$ cat src/rtl/inv_round_tf_if.sv
//------------------------------------------------------------------------------
// inv_round_tf_if
//   Start/done handshake and data bus of the AES inverse round datapath.
//   master : round controller side (drives start/last/state/key)
//   slave  : inv_round_tf side (returns results and status)
//   Signals:
//     start_i  1    start request
//     last_i   1    final round, skip InvMixColumns
//     s_i      128  round input state
//     rk_i     128  round key
//     s_sb_o   128  state after InvShiftRows+InvSubBytes
//     s_o      128  round output state
//     done_o   1    one-cycle result-valid pulse
//     busy_o   1    round in progress
// Revision: 1.0  initial release
//------------------------------------------------------------------------------
`default_nettype none

interface inv_round_tf_if;
  logic         start_i;
  logic         last_i;
  logic [127:0] s_i;
  logic [127:0] rk_i;
  logic [127:0] s_sb_o;
  logic [127:0] s_o;
  logic         done_o;
  logic         busy_o;

  modport master (
    output start_i, last_i, s_i, rk_i,
    input  s_sb_o, s_o, done_o, busy_o
  );

  modport slave (
    input  start_i, last_i, s_i, rk_i,
    output s_sb_o, s_o, done_o, busy_o
  );
endinterface

`default_nettype wire

$ cat src/rtl/inv_round_tf.sv
//------------------------------------------------------------------------------
// inv_round_tf
//   One AES decryption round: InvShiftRows, byte-serial InvSubBytes
//   (LANES lookups per cycle), AddRoundKey and, except on the final round,
//   InvMixColumns. Inputs are captured on start; done pulses one cycle when
//   s_o / s_sb_o are updated.
//   Ports:
//     clk    in   clock, rising edge
//     rst_n  in   asynchronous active-low reset
//     bus    slave modport of inv_round_tf_if (handshake, state, key, results)
//   Parameter:
//     LANES  inverse S-box lookups per cycle (1,2,4,8,16)
// Revision: 1.0  initial release
//------------------------------------------------------------------------------
`default_nettype none

module inv_round_tf #(
  parameter int LANES = 4
) (
  input  logic          clk,
  input  logic          rst_n,
  inv_round_tf_if.slave bus
);

  localparam int N  = 16 / LANES;
  localparam int CW = (N > 1) ? $clog2(N) : 1;

  // Element 0 is the most significant byte, so st[k] is byte k.
  typedef logic [0:15][7:0] state_t;

  typedef enum logic [1:0] {
    IDLE = 2'd0,
    SUB  = 2'd1,
    FIN  = 2'd2
  } state_e;

  localparam logic [2047:0] INV_SBOX = {
    128'h52096ad53036a538bf40a39e81f3d7fb,
    128'h7ce339829b2fff87348e4344c4dee9cb,
    128'h547b9432a6c2233dee4c950b42fac34e,
    128'h082ea16628d924b2765ba2496d8bd125,
    128'h72f8f66486689816d4a45ccc5d65b692,
    128'h6c704850fdedb9da5e154657a78d9d84,
    128'h90d8ab008cbcd30af7e45805b8b34506,
    128'hd02c1e8fca3f0f02c1afbd0301138a6b,
    128'h3a9111414f67dcea97f2cfcef0b4e673,
    128'h96ac7422e7ad3585e2f937e81c75df6e,
    128'h47f11a711d29c5896fb7620eaa18be1b,
    128'hfc563e4bc6d279209adbc0fe78cd5af4,
    128'h1fdda8338807c731b11210592780ec5f,
    128'h60517fa919b54a0d2de57a9f93c99cef,
    128'ha0e03b4dae2af5b0c8ebbb3c83539961,
    128'h172b047eba77d626e169146355210c7d
  };

  function automatic logic [7:0] inv_sbox(input logic [7:0] b);
    return INV_SBOX[2047 - 8 * int'(b) -: 8];
  endfunction

  function automatic logic [7:0] xt(input logic [7:0] b);
    return {b[6:0], 1'b0} ^ (b[7] ? 8'h1b : 8'h00);
  endfunction

  // out(r,c) = in(r,(c-r) mod 4)
  function automatic state_t inv_shift_rows(input state_t s);
    state_t r;
    for (int c = 0; c < 4; c++) begin
      for (int w = 0; w < 4; w++) begin
        r[4*c+w] = s[4*((c-w) & 3) + w];
      end
    end
    return r;
  endfunction

  // Multiples 9/b/d/e built from the xtime chain x2, x4, x8.
  function automatic state_t inv_mix_columns(input state_t s);
    state_t     r;
    logic [7:0] a, x2, x4, x8;
    logic [7:0] m9 [4];
    logic [7:0] mb [4];
    logic [7:0] md [4];
    logic [7:0] me [4];
    for (int c = 0; c < 4; c++) begin
      for (int i = 0; i < 4; i++) begin
        a     = s[4*c+i];
        x2    = xt(a);
        x4    = xt(x2);
        x8    = xt(x4);
        m9[i] = x8 ^ a;
        mb[i] = x8 ^ x2 ^ a;
        md[i] = x8 ^ x4 ^ a;
        me[i] = x8 ^ x4 ^ x2;
      end
      r[4*c+0] = me[0] ^ mb[1] ^ md[2] ^ m9[3];
      r[4*c+1] = m9[0] ^ me[1] ^ mb[2] ^ md[3];
      r[4*c+2] = md[0] ^ m9[1] ^ me[2] ^ mb[3];
      r[4*c+3] = mb[0] ^ md[1] ^ m9[2] ^ me[3];
    end
    return r;
  endfunction

  state_e       state, state_nxt;
  state_t       st, st_nxt, key, t;
  logic         lst;
  logic [CW-1:0] cnt;
  logic [127:0] sb_q, out_q;
  logic         done_q;

  // Each lane owns one S-box table and rewrites one byte per SUB cycle.
  logic [3:0] lane_idx [LANES];
  logic [7:0] lane_out [LANES];

  for (genvar l = 0; l < LANES; l++) begin : g_lane
    assign lane_idx[l] = 4'(int'(cnt) * LANES + l);
    assign lane_out[l] = inv_sbox(st[lane_idx[l]]);
  end

  always_comb begin
    st_nxt = st;
    for (int l = 0; l < LANES; l++) begin
      st_nxt[lane_idx[l]] = lane_out[l];
    end
  end

  assign t = st ^ key;

  always_comb begin
    state_nxt = state;
    case (state)
      IDLE:    if (bus.start_i) state_nxt = SUB;
      SUB:     if (cnt == CW'(N - 1)) state_nxt = FIN;
      FIN:     state_nxt = IDLE;
      default: state_nxt = IDLE;
    endcase
  end

  always_ff @(posedge clk or negedge rst_n) begin
    if (!rst_n) begin
      state  <= IDLE;
      st     <= '0;
      key    <= '0;
      lst    <= 1'b0;
      cnt    <= '0;
      sb_q   <= '0;
      out_q  <= '0;
      done_q <= 1'b0;
    end else begin
      state  <= state_nxt;
      done_q <= 1'b0;
      case (state)
        IDLE: begin
          if (bus.start_i) begin
            st  <= inv_shift_rows(bus.s_i);
            key <= bus.rk_i;
            lst <= bus.last_i;
            cnt <= '0;
          end
        end
        SUB: begin
          st  <= st_nxt;
          cnt <= cnt + 1'b1;
        end
        FIN: begin
          sb_q   <= st;
          out_q  <= lst ? t : inv_mix_columns(t);
          done_q <= 1'b1;
        end
        default: ;
      endcase
    end
  end

  assign bus.s_sb_o = sb_q;
  assign bus.s_o    = out_q;
  assign bus.done_o = done_q;
  assign bus.busy_o = (state != IDLE);

endmodule

`default_nettype wire

$ cat src/flat_wrapper.sv
// flat-port wrapper written by rule: the top's interface ports become plain ports
module inv_round_tf_flat 
#(
  parameter int LANES = 4
)
  (clk, rst_n, bus_start_i, bus_last_i, bus_s_i, bus_rk_i, bus_s_sb_o, bus_s_o, bus_done_o, bus_busy_o);
  inv_round_tf_if bus_i ();
  input  logic clk;
  input  logic rst_n;
  input wire logic [$bits(bus_i.start_i)-1:0] bus_start_i;
  input wire logic [$bits(bus_i.last_i)-1:0] bus_last_i;
  input wire logic [$bits(bus_i.s_i)-1:0] bus_s_i;
  input wire logic [$bits(bus_i.rk_i)-1:0] bus_rk_i;
  output wire logic [$bits(bus_i.s_sb_o)-1:0] bus_s_sb_o;
  output wire logic [$bits(bus_i.s_o)-1:0] bus_s_o;
  output wire logic [$bits(bus_i.done_o)-1:0] bus_done_o;
  output wire logic [$bits(bus_i.busy_o)-1:0] bus_busy_o;
  assign bus_i.start_i = bus_start_i;
  assign bus_i.last_i = bus_last_i;
  assign bus_i.s_i = bus_s_i;
  assign bus_i.rk_i = bus_rk_i;
  assign bus_s_sb_o = bus_i.s_sb_o;
  assign bus_s_o = bus_i.s_o;
  assign bus_done_o = bus_i.done_o;
  assign bus_busy_o = bus_i.busy_o;
  inv_round_tf #(.LANES(LANES)) u_core (.clk(clk), .rst_n(rst_n), .bus(bus_i));
endmodule
$ cat config.mk
export PLATFORM = sky130hd
export DESIGN_NAME = inv_round_tf_flat
export DESIGN_NICKNAME = d
export VERILOG_FILES = /design/src/rtl/inv_round_tf_if.sv /design/src/rtl/inv_round_tf.sv /design/src/flat_wrapper.sv
export SDC_FILE = /design/constraint.sdc
export NUM_CORES = 2
export LEC_CHECK = 0
export ABC_AREA = 1
export CORE_ASPECT_RATIO = 0.5
export CORE_MARGIN = 2
export CORE_UTILIZATION = 45
export CTS_BUF_LIST = sky130_fd_sc_hd__clkbuf_4 sky130_fd_sc_hd__clkbuf_8
export CTS_CLUSTER_DIAMETER = 50
export CTS_CLUSTER_SIZE = 28
export DETAILED_ROUTE_END_ITERATION = 10
export PLACE_DENSITY = 0.66
export SLEW_MARGIN = 20
export SYNTH_ARGS = -nofsm -noshare
export SYNTH_HDL_FRONTEND = slang
export SYNTH_SLANG_ARGS = --single-unit
$ cat constraint.sdc
create_clock -name clk -period 8.55 [get_ports clk]
set_clock_uncertainty 0.05 [all_clocks]
set_input_delay 1.71 -clock clk [delete_from_list [all_inputs] [get_ports clk]]
set_output_delay 1.71 -clock clk [all_outputs]
set_load 0.01 [all_outputs]
==> metrics list <==
- Syn_nets: 8464
- Of the synthesized area, sequential elements account for 0.258.
- Headroom to the max-slew limit came out at 0.242.
- Sequential cell area: 0.0130 mm2
* Critical path buffers and inverters: 4
- Counting stages on the worst path, the most repeated cell is sky130_fd_sc_hd__nand3_1.
- The clock period could shrink to 4.85 ns.
* Longest Clk Path Bufs: 3
- For met1 alone, demand over resource in global routing was 0.583.
* Max-capacitance violation count: 0
- Vias after detailed routing: 58100
- Vias in the first global route: 52700
* Met3 routing resource usage after global routing: 0.143
* Final Routed Wirelength: 257 mm
- At the end of the flow, the number of nets in the layout was 8764.
* Floorplan core area: 0.110 mm2
- Max stage delay cell, worst path: sky130_fd_sc_hd__dfrtp_1
- Top-count cell post-synth: sky130_fd_sc_hd__nand2_1
- The HPWL after detailed placement is 197 mm.
* Highest net fanout along the worst path: 73
- The worst setup path is launched from a flop.
* CTS tree: done
- Status: completed
- Worst-Margin Slew: 1.13 ns
- Post-synthesis cell type with the largest combined area: sky130_fd_sc_hd__dfrtp_1
* Most area-consuming cells after synthesis: sky130_fd_sc_hd__dfrtp_1 26%, sky130_fd_sc_hd__nand2_1 24%, sky130_fd_sc_hd__nand3_1 12%
- Clock Latency Late Sink: 0.82 ns
- The layer flagged by global routing as most heavily used is met2.
- Final hold analysis gives a worst-case slack of 0.438 ns.
- Row generation in the floorplan step produced 86 rows.
* Setup TNS after final layout: 0 ns
- Maximum number of pins on one net before global-route repair: 160
- Met2 track demand over resource: 0.616
* Main synth FF type: sky130_fd_sc_hd__dfrtp_1
* Gpl congestion: 1.11
* Count of instances resized after the clock tree is built: 0
- Number of buffers inserted by hold repair at cts: 0
- Based on the critical path, the design can be clocked at up to 206 MHz.
- Worst stage delay on the critical path: 0.73 ns
- Routed length per placed instance: 25.8 um
* Count of TritonRoute iterations in the first routing pass: 7
- Post-Syn Area: 0.0502 mm2
* Unrepaired setup endpoints after global routing: no
* Setup crit end kind: flop
- Final design utilization: 0.521
- Top-level port count: 518
* Setup violation total in the final timing report: 0
- Avg Vias per Cell: 5.83
- The area growth from synthesis to layout is 14.5%.
- Count of port buffers added during placement: 517
- The layout has 11700 filler cells.
- Instance count of the mapped netlist: 8120
- EDFF count, synth: 0
- Worst path cell trace: inv_1 -> o21ai_1 -> nand2_2 -> buf_4 -> inv_2 -> buf_4 -> nand2_1 -> o211ai_1 -> nand3_1 -> nand3_1 -> nand3_1 -> nand3_1 -> nand2_1
* CP Data Arrival Time: 5.43 ns
* Footprint of the multi-input gates: 0.0327 mm2
- Top delay family on crit path: simple AND/OR/NAND/NOR gates
* Die Ht: 240 um
- Clock slew seen by the registers of the worst setup and hold paths: 0.12 ns
- Counting the buffers created by CTS gives 49.
- The path class of the tightest hold or removal check is reg2reg.
- Area share of the largest cell type after synthesis: 0.258
* Final count of hold timing violations: 0
- During synthesis, Yosys emitted a total of 0 warnings.
- Final period util: 0.568
* Critical path data required time: 9.12 ns
* CTS H-tree depth: 2
* Final antenna-violating net count: 0
* Number of register bits inferred by synthesis: 518
- Post-synthesis area per instance: 6.19 um2
* Global-route usage over all layers: 0.431
- Summed over all layers, the global routing overflow is 0.
- Initial Util: 0.455
* Layout cell share with drive strength beyond 1: 0.0441
- Horizontal die dimension: 476 um
- Antenna violations before repair: 18
- Number of max-slew violations in the final report: 0
* Setup Fix Bufs, Post-CTS: 0
* Initial drt markers: 8213
- First-pass GRT wire length: 364 mm
- After detailed routing, the number of remaining DRC violations is 0.
- After synthesis, the share of flip-flops with an asynchronous set or reset is 1.00.
- Start-to-end type of the worst setup path: reg2reg
- CTS saw 518 sinks.
* Number of distinct standard cells referenced by the synthesized netlist: 47
* Die Area: 0.114 mm2
- Ranking of synthesized cells by instance count: 3270 x sky130_fd_sc_hd__nand2_1, 1239 x sky130_fd_sc_hd__nand3_1, 741 x sky130_fd_sc_hd__inv_1, 518 x sky130_fd_sc_hd__dfrtp_1, 498 x sky130_fd_sc_hd__o21ai_0
- Clock tree synthesis selected as its root buffer the cell sky130_fd_sc_hd__clkbuf_8.
kinds of logic (layout without fill, tap and decap cells):
| kind of cell | after synthesis | in the layout | synth area share |
|---|---|---|---|
| adders and majority gates | 84 | 84 | 0.0209 |
| and+or+nand+nor | 4865 | 4865 | 0.405 |
| xor gates and xnor gates | 741 | 741 | 0.138 |
| buffers and inverters | 1117 | 1457 | 0.0908 |
| other | 0 | 11 | 0 |
| AOI/OAI and AO/OA | 795 | 795 | 0.0868 |
| DFF | 518 | 518 | 0.258 |
sequential cells by signal, summed over array words and instances (netlist names):
register	cells
u_core.bus.s_o	128
u_core.bus.s_sb_o	128
u_core.key	128
u_core.st	128
u_core.cnt	2
u_core.state	2
u_core.bus.done_o	1
u_core.lst	1
metrics by stage:
stage	worst slack, ns	instance area [um2]	cells
after floorplan	5.58	50200	8120
after global placement	4.04	56300	9865
after detailed placement	4.11	56300	9865
after CTS	4.04	57500	9956
after global routing	3.61	57500	9964
final	3.70	57500	9967
placed cells by master (no fill, tap or decap), types with 52 or more instances in the layout:
cell / n
sky130_fd_sc_hd__o21ai_1: 77
sky130_fd_sc_hd__buf_4: 53
sky130_fd_sc_hd__xnor2_1: 254
sky130_fd_sc_hd__nor2_1: 174
sky130_fd_sc_hd__dfrtp_1: 516
sky130_fd_sc_hd__inv_1: 739
sky130_fd_sc_hd__nand3_1: 1239
sky130_fd_sc_hd__nand2_2: 68
sky130_fd_sc_hd__o21ai_0: 498
sky130_fd_sc_hd__a21oi_1: 105
sky130_fd_sc_hd__xor2_1: 434
sky130_fd_sc_hd__nand2_1: 3262
sky130_fd_sc_hd__clkbuf_8: 52
sky130_fd_sc_hd__o211ai_1: 78
sky130_fd_sc_hd__clkdlybuf4s50_1: 516
sky130_fd_sc_hd__ha_1: 84
cell type report:
| cell class | instances | area share |
|---|---|---|
| Inverter | 791 | 0.0520 |
| Timing Repair Buffer | 575 | 0.0987 |
| Tap cell | 1496 | 0.0326 |
| Clock inverter | 37 | 0.00849 |
| Multi-Input combinational cell | 6485 | 0.570 |
| Clock buffer | 54 | 0.0127 |
| Sequential cell | 518 | 0.225 |
| Antenna cell | 11 | 0.000479 |
worst paths after layout:
kind	startpoint	to	slack, ns	cells past startpoint
max	u_core.st[35]	u_core.st[3]	3.70	13
min reg2reg	u_core.bus.s_o[11]	u_core.bus.s_o[11]	0.44	2
max in group asynchronous	rst_n	u_core.st[99]	6.10	2
max reg2reg	u_core.st[35]	u_core.st[3]	3.70	13
min	u_core.bus.s_o[11]	u_core.bus.s_o[11]	0.44	2
min in group asynchronous	rst_n	u_core.bus.s_o[54]	0.84	1
per-layer routing:
metal  up-vias  routed length, um
met5         -                 55
met4        10              14000
met3       684              35400
met2      3632             104000
met1     27500             104000
li1      26300                  -
worst reg2reg max path, cell delays in order, from the launching register on:
cell and delay [ns]:
sky130_fd_sc_hd__dfrtp_1 0.73, sky130_fd_sc_hd__inv_1 0.26, sky130_fd_sc_hd__o21ai_1 0.35, sky130_fd_sc_hd__nand2_2 0.53
sky130_fd_sc_hd__buf_4 0.50, sky130_fd_sc_hd__inv_2 0.08, sky130_fd_sc_hd__buf_4 0.58, sky130_fd_sc_hd__nand2_1 0.37
sky130_fd_sc_hd__o211ai_1 0.30, sky130_fd_sc_hd__nand3_1 0.15, sky130_fd_sc_hd__nand3_1 0.11, sky130_fd_sc_hd__nand3_1 0.28
sky130_fd_sc_hd__nand3_1 0.35, sky130_fd_sc_hd__nand2_1 0.08
Power is not shown: default switching activity piles up to over one toggle a cycle in this logic, so the estimate is an artifact.
